==> src/rtl/tconv2d_zero_insert_pad_stage.sv <==
// -----------------------------------------------------------------------------
// tconv2d_zero_insert_pad_stage
//
// Front end of the transposed-conv-2D pipeline. Turns a raster input map into
// the equivalent direct-convolution operand map: STRIDE-1 zeros are inserted
// between input pixels along both axes and an EDGE-wide zero border is wrapped
// around the result, so the next stage can run a plain dilated convolution.
// One frame of H_EXT x W_EXT beats is produced per start.
//
// Optional feature macro: TZI_LAST_CHECK_EN
//   defined   -> s_last is compared against the pixel count; err is a sticky
//                framing-error flag (cleared only by reset).
//   undefined -> s_last is ignored and err is tied to 0.
//
// Ports
//   clk, rst_n        rising-edge clock, asynchronous active-low reset
//   s_valid/s_ready   input pixel handshake (s_ready is combinational)
//   s_data, s_last    input pixel (raster order) and end-of-frame marker
//   m_valid/m_ready   output beat handshake
//   m_data            extended-map pixel, raster order
//   m_sof/m_eol/m_eof first beat / last column / last beat of the extended map
//   busy              high while a frame is being walked
//   err               sticky framing error
// -----------------------------------------------------------------------------
module tconv2d_zero_insert_pad_stage #(
  parameter int DATA_W   = 32,
  parameter int H_IN     = 8,
  parameter int W_IN     = 16,
  parameter int STRIDE   = 2,
  parameter int KERNEL   = 3,
  parameter int PADDING  = 1,
  parameter int DILATION = 2
) (
  input  logic              clk,
  input  logic              rst_n,
  input  logic              s_valid,
  output logic              s_ready,
  input  logic [DATA_W-1:0] s_data,
  input  logic              s_last,
  output logic              m_valid,
  input  logic              m_ready,
  output logic [DATA_W-1:0] m_data,
  output logic              m_sof,
  output logic              m_eol,
  output logic              m_eof,
  output logic              busy,
  output logic              err
);

  localparam int EDGE  = DILATION * (KERNEL - 1) - PADDING;
  localparam int H_EXT = (H_IN - 1) * STRIDE + 1 + 2 * EDGE;
  localparam int W_EXT = (W_IN - 1) * STRIDE + 1 + 2 * EDGE;
  localparam int R_W   = $clog2(H_EXT + 1);
  localparam int C_W   = $clog2(W_EXT + 1);
  localparam int P_W   = $clog2(STRIDE + 1);

  localparam logic [R_W-1:0] R_LAST = R_W'(H_EXT - 1);
  localparam logic [C_W-1:0] C_LAST = C_W'(W_EXT - 1);
  localparam logic [R_W-1:0] R_EDGE = R_W'(EDGE);
  localparam logic [C_W-1:0] C_EDGE = C_W'(EDGE);
  localparam logic [R_W-1:0] R_NIN  = R_W'(H_IN);
  localparam logic [C_W-1:0] C_NIN  = C_W'(W_IN);
  localparam logic [P_W-1:0] P_LAST = P_W'(STRIDE - 1);

  if (EDGE < 0) begin : g_edge_check
    $error("tconv2d_zero_insert_pad_stage: DILATION*(KERNEL-1)-PADDING must be >= 0");
  end

  typedef enum logic {IDLE = 1'b0, RUN = 1'b1} state_t;

  state_t         state;
  logic [R_W-1:0] r_cnt, r_in;
  logic [C_W-1:0] c_cnt, c_in;
  logic [P_W-1:0] r_ph, c_ph;   // position within the current stride period
  logic           fin;          // eof beat loaded, waiting for it to drain

  logic row_site, col_site, site, adv, load, last_col, last_row;

  // Phase counters only start once the border is crossed, so phase 0 with an
  // in-range index is exactly an input site -- no divide or modulo needed.
  assign row_site = (r_cnt >= R_EDGE) && (r_ph == '0) && (r_in < R_NIN);
  assign col_site = (c_cnt >= C_EDGE) && (c_ph == '0) && (c_in < C_NIN);
  assign site     = row_site && col_site;
  assign last_col = (c_cnt == C_LAST);
  assign last_row = (r_cnt == R_LAST);

  assign adv     = !m_valid || m_ready;
  assign load    = (state == RUN) && !fin && adv;
  assign s_ready = load && site;

  // NOTE: state registers use non-blocking assignments so every register in
  // this block samples the pre-edge values; blocking here would create
  // ordering-dependent simulation and a mismatch against synthesis.
  always_ff @(posedge clk or negedge rst_n) begin
    if (!rst_n) begin
      state   <= IDLE;
      busy    <= 1'b0;
      fin     <= 1'b0;
      r_cnt   <= '0;
      r_in    <= '0;
      r_ph    <= '0;
      c_cnt   <= '0;
      c_in    <= '0;
      c_ph    <= '0;
      m_valid <= 1'b0;
      m_data  <= '0;
      m_sof   <= 1'b0;
      m_eol   <= 1'b0;
      m_eof   <= 1'b0;
    end else begin
      case (state)
        IDLE: begin
          // The triggering pixel stays on the input; it is consumed in RUN.
          if (s_valid) begin
            state <= RUN;
            busy  <= 1'b1;
          end
        end
        RUN: begin
          if (m_valid && m_ready && m_eof) begin
            state   <= IDLE;
            busy    <= 1'b0;
            fin     <= 1'b0;
            m_valid <= 1'b0;
            m_data  <= '0;
            m_sof   <= 1'b0;
            m_eol   <= 1'b0;
            m_eof   <= 1'b0;
          end else if (load) begin
            if (site && !s_valid) begin
              // Input site with no pixel yet: bubble and hold the position.
              m_valid <= 1'b0;
            end else begin
              m_valid <= 1'b1;
              m_data  <= site ? s_data : '0;
              m_sof   <= (r_cnt == '0) && (c_cnt == '0);
              m_eol   <= last_col;
              m_eof   <= last_col && last_row;
              if (last_col) begin
                c_cnt <= '0;
                c_ph  <= '0;
                c_in  <= '0;
                if (last_row) begin
                  r_cnt <= '0;
                  r_ph  <= '0;
                  r_in  <= '0;
                  fin   <= 1'b1;
                end else begin
                  r_cnt <= r_cnt + 1'b1;
                  if (r_cnt >= R_EDGE) begin
                    if (r_ph == P_LAST) begin
                      r_ph <= '0;
                      r_in <= r_in + 1'b1;
                    end else begin
                      r_ph <= r_ph + 1'b1;
                    end
                  end
                end
              end else begin
                c_cnt <= c_cnt + 1'b1;
                if (c_cnt >= C_EDGE) begin
                  if (c_ph == P_LAST) begin
                    c_ph <= '0;
                    c_in <= c_in + 1'b1;
                  end else begin
                    c_ph <= c_ph + 1'b1;
                  end
                end
              end
            end
          end
        end
        default: state <= IDLE;
      endcase
    end
  end

`ifdef TZI_LAST_CHECK_EN
  localparam int                N_W    = $clog2(H_IN * W_IN + 1);
  localparam logic [N_W-1:0]    N_LAST = N_W'(H_IN * W_IN - 1);

  logic [N_W-1:0] pix_cnt;
  logic           take, is_last;

  assign take    = s_valid && s_ready;
  assign is_last = (pix_cnt == N_LAST);

  always_ff @(posedge clk or negedge rst_n) begin
    if (!rst_n) begin
      pix_cnt <= '0;
      err     <= 1'b0;
    end else if (take) begin
      pix_cnt <= is_last ? '0 : pix_cnt + 1'b1;
      if (s_last != is_last) err <= 1'b1;
    end
  end
`else
  logic unused_s_last;
  assign unused_s_last = s_last;
  assign err           = 1'b0;
`endif

endmodule

==> config.mk <==
export PLATFORM = sky130hd
export DESIGN_NAME = tconv2d_zero_insert_pad_stage
export DESIGN_NICKNAME = d
export VERILOG_FILES = /design/src/rtl/tconv2d_zero_insert_pad_stage.sv
export SDC_FILE = /design/constraint.sdc
export NUM_CORES = 1
export LEC_CHECK = 0
export ABC_AREA = 1
export CAP_MARGIN = 20
export CORE_MARGIN = 1
export CORE_UTILIZATION = 25
export DETAILED_ROUTE_END_ITERATION = 10
export DONT_BUFFER_PORTS = 1
export HOLD_SLACK_MARGIN = 0.1
export PLACE_DENSITY = 0.38
export SETUP_SLACK_MARGIN = 0.5
export SYNTH_ARGS = -nofsm -noshare
export SYNTH_HDL_FRONTEND = slang
export SYNTH_SLANG_ARGS = --single-unit
export TNS_END_PERCENT = 100
==> constraint.sdc <==
create_clock -name clk -period 2.15 [get_ports clk]
set_clock_uncertainty 0.1 [all_clocks]
set_input_delay 0.43 -clock clk [delete_from_list [all_inputs] [get_ports clk]]
set_output_delay 0.43 -clock clk [all_outputs]
set_load 0.005 [all_outputs]
======== Word-level counts from Yosys, hierarchy flattened ========
Cells that the tools add are included.
storage, ports and cells
  register bits ........................... 65
  bits of input ports ..................... 37
  output and inout bits ................... 39
  word-level logic and storage cells ...... 113
cells by class
  add/sub/neg operators ................... 6
  order comparisons ....................... 4
  equality and inequality tests ........... 7
  multiplexer cells ....................... 41
  bitwise operators ....................... 3
  reductions and logical operators ........ 38
operators by type and width
  cell                                                                                  number
  32-bit two-way mux                                                                    4
  6-bit two-way mux                                                                     4
  1-bit two-way mux                                                                     21
  5-bit two-way mux                                                                     4
  5-bit AND reduction                                                                   3
  2-bit nonzero test                                                                    7
  1-bit logical AND                                                                     13
  6-bit by 1-bit adder with 6-bit output (second input constant)                        2
  2-bit two-way mux                                                                     6
  6-bit AND reduction                                                                   2
  5-bit by 1-bit adder with 5-bit output (second input constant)                        2
  7-bit AND reduction                                                                   1
  6-bit equality test (second input constant)                                           1
  6-bit by 2-bit greater-or-equal comparator with 1-bit output (second input constant)  1
  6-bit zero test                                                                       1
  6-bit by 5-bit < comparator with 1-bit output (second input constant)                 1
  5-bit equality test (second input constant)                                           1
  5-bit by 2-bit greater-or-equal comparator with 1-bit output (second input constant)  1
  5-bit zero test                                                                       1
  5-bit by 4-bit < comparator with 1-bit output (second input constant)                 1
  2-bit by 1-bit adder with 2-bit output (second input constant)                        2
  2-bit by 1-bit equality test with 1-bit output (second input constant)                2
  2-bit zero test                                                                       2
  2-bit != test (second input constant)                                                 2
  other kinds (8)                                                                       14

======== Longest topological paths before layout ========
Gate-level depths: netlist of the first run.
  word-level depth ........................ 8
  depth in mapped cells ................... 11

======== Worst setup path after synthesis of the first run ========
No wires, ideal clock.
  path kind ............................... register -> register
  start ................................... register r_cnt[0]
  end ..................................... register r_cnt[2]
  library setup time ...................... 0.074 ns
  data arrival time ....................... 1.587 ns
  data required time ...................... 1.976 ns
  setup slack ............................. 0.389 ns
  cell stages (with the launch flop) ...... 11
  buffers on the path ..................... 2
  period minus slack after synthesis ...... 1.761 ns
  path through ............................ dfrtp_1 > ha_1 > a21oi_1 > nand2_2 > nand4_4 > nand2_4 > buf_6 > nor2_8 > buf_6 > nand2_1 > o21ai_2
on the way
  longest elaborated chain between the ends .. 7
ends and longest elaborated chain
  what                                                          line  source
  from (decl)                                                   72    logic [R_W-1:0] r_cnt, r_in;
  from (signal assigned)                                        149   r_cnt <= r_cnt + 1'b1;
  5-bit by 2-bit greater-or-equal comparator with 1-bit output  81    assign row_site = (r_cnt >= R_EDGE) && (r_ph == '0) && (r_in < R_NIN);
  1-bit logical AND (2 in series)                               81
  1-bit logical AND                                             83    assign site = row_site && col_site;
  1-bit logical AND                                             130   if (site && !s_valid) begin
  1-bit NOT (no source line)                                    n/a
  5-bit AND reduction (no source line)                          n/a
Several ways; a longest one is shown, not always the timed one.
A chain may end at the register's enable or synchronous reset.

======== Worst setup path after layout of the first run ========
  start ................................... register r_cnt[1]
  end ..................................... output port s_ready
on the way
  longest elaborated chain between the ends .. 5
ends and longest elaborated chain
  what                                                          line  source
  5-bit by 2-bit greater-or-equal comparator with 1-bit output  81
  1-bit logical AND (2 in series)                               81
  1-bit logical AND                                             83
  1-bit logical AND                                             89    assign s_ready = load && site;
  to (decl)                                                     37    output logic s_ready,
Every way passes these cells.

==> flow_summary.json, run 1 <==
{
  "postRouteWirelength_mm": 8.27,
  "post-place-cells": 539,
  "final-max-slew-violation-count": 0,
  "rsz_0062_raised_after_global_routing": "yes",
  "synth-seq-area-share_pct": 51.2,
  "cellLeakagePower_nw": 2.19,
  "detailedRoute.firstIterationViolations": 143,
  "criticalPathCategory": "reg -> out",
  "vias": 2599,
  "fraction_of_synthesized_cell_area_in_xor_and_xnor_cells_pct": 2.76,
  "port_buffers": 0,
  "vdd.ir_drop.worst_mv": 0.806,
  "core_area_um2": 12200,
  "number_of_nets_produced_by_synthesis": 419,
  "synth-seq-cells": 65,
  "synth_ff_type": "sky130_fd_sc_hd__dfrtp_1",
  "grt_start_max_net_pins": 66,
  "synth.cell_area_um2": 3170,
  "clkSlewWorstSetupHoldPaths_ns": 0.06,
  "initial_core_util_pct": 26.0,
  "die_w_um": 115,
  "clock_tree.htree_level_count": 3,
  "worstPathMaxFanout": 4,
  "cp-start-kind": "flop",
  "gp_congestion": 0.722,
  "avgSynthCellArea_um2": 8.44,
  "fin_crit_period_ns": 1.87,
  "power.share.clock_pct": 24.3,
  "die_area_um2": 13200,
  "number_of_enable_flip_flop_cells_after_synthesis": 0,
  "multiInputGateArea_um2": 1650,
  "post_synth_num_cell_types": 33,
  "met2_wirelength_mm": 3.69,
  "synth.area.top_cells": "sky130_fd_sc_hd__dfrtp_1 51%, sky130_fd_sc_hd__nand2_1 18%, sky130_fd_sc_hd__nor2_1 3.2%",
  "fin_nets": 466,
  "cellPowerDensity_nw_per_um2": 1450,
  "setup_total_negative_slack_ns": 0,
  "crit_required_ns": 1.62,
  "maxClockFrequency_mhz": 534,
  "number_of_standard_cells_after_synthesis": 376,
  "synth_mux_area_share_pct": 0,
  "path_type_of_the_worst_min_delay_path": "in -> async",
  "worst_r2r_startpoint": "r_in[4]",
  "met3_length_um": 691,
  "grt_first_pass_wirelength_mm": 12.4,
  "layout-drive-gt1-share_pct": 33.9,
  "finalWorstSetupSlack_ns": 0.277,
  "synth-compound-area-share_pct": 6.19,
  "detail_route.first_pass.iterations": 4,
  "power.internal_mw": 4.03,
  "worst_ep_arrival_time_ns": 1.34,
  "cts_inserted_buffers": 9,
  "drc": 0,
  "layout_stage_area_growth_over_the_synthesis_result_pct": 40.1,
  "switching_power_mw": 2.41,
  "worst_hold_slack_ns": -0.308,
  "cp_cell_sequence": "ha_2, a21oi_2, nand2_2, nand3_2, nor2_4",
  "yosys_warnings": 0,
  "worst_skew_pair.late_latency_ns": 0.33,
  "groute.usage.overall_pct": 12.5,
  "avgRoutedWirePerCell_um": 13.9,
  "std_cell_rows": 40,
  "timing.final.hold_violations": 65,
  "first_global_vias": 2466,
  "p_total_mw": 6.44,
  "timing.max_cap.violations": 0,
  "post_synth_most_frequent_cells": "155 x sky130_fd_sc_hd__nand2_1, 65 x sky130_fd_sc_hd__dfrtp_1, 27 x sky130_fd_sc_hd__nor2_1",
  "clockBufferDepth": 2,
  "timing.critical_path.slowest_stage_cell": "sky130_fd_sc_hd__dfrtp_1",
  "overflow_after_grt": 0,
  "async_set_or_reset_register_ratio_after_synthesis_pct": 100,
  "timing.critical_path.max_delay_family": "flip-flops",
  "failed_checks": "hold timing",
  "main_combinational_cell_family_by_area_after_synthesis": "simple AND/OR/NAND/NOR gates",
  "worst_setup_path_startpoint": "r_cnt[1]",
  "post-dp-hpwl_mm": 4.89,
  "die_h_um": 115,
  "clk_root_buffer_cell": "sky130_fd_sc_hd__clkbuf_16",
  "tritoncts_num_sinks": 65,
  "top_layer_used": "met4",
  "wl_met1_mm": 3.78,
  "number_of_fill_cells": 1261,
  "critical_path.endpoint_type": "output port",
  "pre_cts_ws_ns": 0.203,
  "via_per_inst": 4.36,
  "grt_antenna_before_repair": 0,
  "fin_crit_sh_pct": 87.1,
  "sw_frac_of_total_pct": 37.4,
  "setup_viol": 0,
  "crit_path_max_incr_delay_ns": 0.42,
  "synth-adder-area-share_pct": 2.36,
  "power_frac_seq_pct": 32.5,
  "path_buf_inv": 0,
  "io-pin-count": 76,
  "synth.top_cell.area_share_pct": 51.2,
  "route.antenna.remaining_nets": 0,
  "diodes": 0,
  "status": "complete, but fails checks",
  "yosys.cell_count.top_type": "sky130_fd_sc_hd__nand2_1",
  "seq_area_um2": 1630,
  "post_synth_simple_gate_area_pct": 31.5,
  "comb_power_share_pct": 43.2,
  "synth_area_leader_cell": "sky130_fd_sc_hd__dfrtp_1",
  "tritoncts_clock_tree": "built",
  "finish.cell_count_without_fillers": 596
}
==> kinds of logic (layout without fill, tap and decap cells) <==
logic type / Yosys count / in the layout
AOI/OAI and AO/OA: 33 / 33
xor gates and xnor gates: 10 / 10
adders and majority gates: 6 / 6
buffers and inverters: 35 / 85
DFF: 65 / 65
other: 1 / 1
and+or+nand+nor: 226 / 228
==> layout make-up <==
class | instances | share of cell area, %
Clock buffer | 10 | 5.15
Clock inverter | 6 | 2.08
Inverter | 23 | 2.00
Multi-Input combinational cell | 278 | 37.1
Sequential cell | 65 | 36.6
Tap cell | 168 | 4.73
Timing Repair Buffer | 46 | 12.3
==> layout by cell type (no fill, tap or decap), drive strengths merged, types with 3 or more instances in the layout <==
master and count:
nor2 37, dlygate4sd3 7, xor2 7, nand4 7, a21oi 8, nand2 159
nor3 4, xnor2 3, dfrtp 65, o21ai 23, ha 6, inv 23
buf 37, clkbuf 11, nand3 18
==> stage by stage <==
step                      utilization [%]  area, µm²
after detailed placement             27.6       3370
after CTS                            33.6       4100
after global routing                 36.4       4450
final                                36.4       4450
after floorplan                         -       3180
after global placement               27.6       3370
==> power groups by stage <==
| stage | sequential [mW] | clock [mW] | combinational [mW] |
|---|---|---|---|
| floorplan | 1.99 | 0 | 1.32 |
| global placement | 2.10 | 0 | 1.56 |
| detailed placement | 2.10 | 0 | 1.60 |
| CTS | 2.08 | 1.62 | 2.32 |
| global route | 2.16 | 1.67 | 3.06 |
| finish | 2.09 | 1.57 | 2.79 |
==> state kept, by name, indices dropped and copies added, names as in the netlist, 2 cells and up <==
| register | flops |
|---|---|
| r_cnt | 5 |
| r_ph | 2 |
| c_in | 6 |
| c_ph | 2 |
| c_cnt | 6 |
| m_data | 32 |
| r_in | 5 |
==> repair_timing <==
action                                  in CTS  in global routing
resized for setup                           35                 69
buffers inserted                            23                  5
hold endpoints to repair                    65                 72
endpoints found under the setup margin      64                 64
pin swaps                                   22                 31
cloned                                       4                  2
==> path summary, 6_finish.rpt <==
check | to | slack [ns] | cells past startpoint
hold reg to reg | state | 0.37 | 2
setup reg to reg | m_data[22] | 0.28 | 11
min in group clk | m_data[5] | 0.11 | 2
max in group asynchronous | r_cnt[1] | 2.16 | 0
setup / recovery | s_ready | 0.28 | 5
hold / removal | m_data[29] | -0.31 | 0
==> layer usage <==
layer  up-vias  GRT usage (%)
met2        75           18.7
met5         -              0
met4         0           4.68
li1       1290              -
met1      1222           15.8
met3        12           5.40
Note: power is estimated with default switching activity, not from simulation.
==> inputs of run 2 (changes only) <==
--- a/config.mk
+++ b/config.mk
@@ -15,2 +15,3 @@
 export PLACE_DENSITY = 0.38
+export RECOVER_POWER = 50
 export SETUP_SLACK_MARGIN = 0.5
==> constraint.sdc (replaced) <==
create_clock -name clk -period 2.15 [get_ports clk]
set_clock_uncertainty 0.1 [all_clocks]
set_input_delay 0.645 -clock clk [delete_from_list [all_inputs] [get_ports clk]]
set_output_delay 0.645 -clock clk [all_outputs]
set_load 0.005 [all_outputs]
==> run 2 against run 1 <==
Effect of this change:
- the flow still finishes with violations (hold timing)
- critical path depth shrank 1
- register-to-register slack lost 0.11 ns
- count of clock-buffer cells in the layout shrank 1
- fmax shrank 9.1%
- final cell count shrank 0.67%
- non-clock buffer count shrank 4
- via count shrank 2.0%
- final area shrank 2.8%
- clock power shrank 15%
- highest routed layer unchanged
==> flow_summary.json, run 2 (synthesized netlist as in run 1, its figures left out) <==
{
  "timing.critical_path.max_delay_family": "flip-flops",
  "timing.reg2reg.setup_slack_ns": 0.17,
  "r2r_cells": 12,
  "gp_congestion": 0.747,
  "fin_crit_period_ns": 2.06,
  "setup_total_negative_slack_ns": 0,
  "clkSlewWorstSetupHoldPaths_ns": 0.06,
  "cp-start-kind": "flop",
  "cp_cell_sequence": "ha_4, nand3b_4, nand3_4, nor2_4",
  "detailedRoute.firstIterationViolations": 131,
  "overflow_after_grt": 0,
  "grt_antenna_before_repair": 0,
  "initial_core_util_pct": 26.0,
  "worst_ep_arrival_time_ns": 1.32,
  "die_w_um": 115,
  "layout_common_cells": "135 x sky130_fd_sc_hd__nand2_1, 65 x sky130_fd_sc_hd__dfrtp_1, 21 x sky130_fd_sc_hd__nand2_2",
  "p_total_mw": 6.09,
  "core_area_um2": 12200,
  "port_buffers": 0,
  "first_global_vias": 2536,
  "die_h_um": 115,
  "layout_top_registers": "m_data: 32 flops, c_cnt: 6 flops, c_in: 6 flops",
  "crit_required_ns": 1.40,
  "std_cell_rows": 40,
  "drc": 0,
  "path_type_of_the_worst_min_delay_path": "in -> async",
  "grt_first_pass_wirelength_mm": 12.9,
  "crit_path_max_incr_delay_ns": 0.42,
  "avgRoutedWirePerCell_um": 13.4,
  "placement.cell_area_um2": 3400,
  "clk_root_buffer_cell": "sky130_fd_sc_hd__clkbuf_16",
  "criticalPathCategory": "reg -> out",
  "cellLeakagePower_nw": 2.09,
  "tritoncts_num_sinks": 65,
  "timing.final.hold_violations": 65,
  "timing.critical_path.slowest_stage_cell": "sky130_fd_sc_hd__dfrtp_1",
  "path_buf_inv": 0,
  "diodes": 0,
  "status": "complete, but fails checks",
  "io-pin-count": 76,
  "fin_nets": 462,
  "fin_crit_sh_pct": 95.8,
  "cellPowerDensity_nw_per_um2": 1410,
  "setup_viol": 0,
  "critical_path.endpoint_type": "output port",
  "layout-drive-gt1-share_pct": 31.8,
  "post-route-cell-area_um2": 4320,
  "grt_start_max_net_pins": 66,
  "timing.max_cap.violations": 0,
  "layout_stage_area_growth_over_the_synthesis_result_pct": 36.2,
  "worst_setup_path_startpoint": "c_cnt[0]",
  "worst_hold_slack_ns": -0.0887,
  "via_per_inst": 4.30,
  "detail_route.first_pass.iterations": 4,
  "groute.usage.overall_pct": 12.8,
  "die_area_um2": 13200,
  "clock_tree.htree_level_count": 3,
  "worstSetupEndpoint": "s_ready",
  "postRouteWirelength_mm": 7.93,
  "worst_r2r_startpoint": "r_cnt[1]",
  "final-max-slew-violation-count": 0,
  "worstPathMaxFanout": 5,
  "maxClockFrequency_mhz": 485,
  "vias": 2547,
  "flip_flop_count_of_the_largest_register_after_layout": 32,
  "tritoncts_clock_tree": "built",
  "rsz_0062_raised_after_global_routing": "yes",
  "mostFrequentLayoutCell": "sky130_fd_sc_hd__nand2_1",
  "route.antenna.remaining_nets": 0,
  "worstSetupPathDepth": 4,
  "failed_checks": "hold timing",
  "vdd.ir_drop.worst_mv": 0.413,
  "worst_skew_pair.late_latency_ns": 0.33,
  "number_of_fill_cells": 1297,
  "cts_inserted_buffers": 9,
  "post-dp-hpwl_mm": 4.78,
  "top_register": "m_data",
  "clockBufferDepth": 2,
  "reg2reg_to": "m_data[4]"
}
==> run 2: cell count changes in the layout (fill, tap and decap cells not counted), sizes merged <==
cell / delta
buf: +4
bufinv: -2
clkbuf: -2
clkinv: +3
dlygate4sd3: -7
==> run 2: layer usage <==
layer | part of all wire [%] | up-vias | wire length (µm) | GRT usage (%)
met5 | 0 | - | 0 | 0
met4 | 1.1 | 0 | 87 | 4.16
met3 | 8.7 | 9 | 687 | 4.92
met2 | 46 | 72 | 3610 | 20.4
met1 | 45 | 1189 | 3540 | 15.9
li1 | - | 1277 | - | -
==> run 2: repair_timing <==
| item | CTS | global route |
|---|---|---|
| hold endpoints to repair | 65 | 65 |
| resized for setup | 56 | 25 |
| pin swaps | 17 | 12 |
| buffers inserted | 27 | 5 |
| endpoints found under the setup margin | 64 | 64 |
| cloned | 4 | 0 |
==> run 2: per-stage QoR <==
stage | utilization [%] | hold slack, ns | instances | setup WS [ns]
floorplan | - | 0.249 | 376 | 0.417
global placement | 27.8 | 0.251 | 540 | 0.152
detailed placement | 27.8 | 0.251 | 540 | 0.139
CTS | 34.4 | -0.100 | 587 | 0.0416
global route | 35.4 | -0.111 | 592 | 0.00112
finish | 35.4 | -0.0887 | 592 | 0.0896
==> run 2: area by class of cell <==
| class | instances | area, µm² | area share (%) |
|---|---|---|---|
| tap | 168 | 210 | 4.86 |
| timing repair buffer | 42 | 500 | 11.6 |
| multi-input combinational | 278 | 1620 | 37.5 |
| sequential | 65 | 1630 | 37.6 |
| inverter | 23 | 93.8 | 2.17 |
| clock buffer | 9 | 225 | 5.21 |
| clock inverter | 7 | 47.5 | 1.10 |
==> run 2: how the worst min path moves through the flow <==
stage | start | end | slack (ns)
after global placement | rst_n | m_data[0] | 0.25
after detailed placement | rst_n | m_data[0] | 0.25
after CTS | rst_n | m_data[9] | -0.10
final | rst_n | m_data[0] | -0.09
after floorplan | rst_n | busy | 0.25
after global routing | rst_n | m_data[12] | -0.11
==> run 2: power by group <==
part           internal [mW]  total [mW]  switching (mW)
Clock                  0.777        1.34           0.563
Combinational           1.30        2.66            1.36
Sequential              1.67        2.09           0.415
Total                   3.75        6.09            2.34
==> inputs of run 3 (changes only) <==
Settings changed: ABC_CLOCK_PERIOD_IN_PS set to 2150.
==> results of run 3 <==
The final DEF is identical to that of run 2; final timing and power are the same.
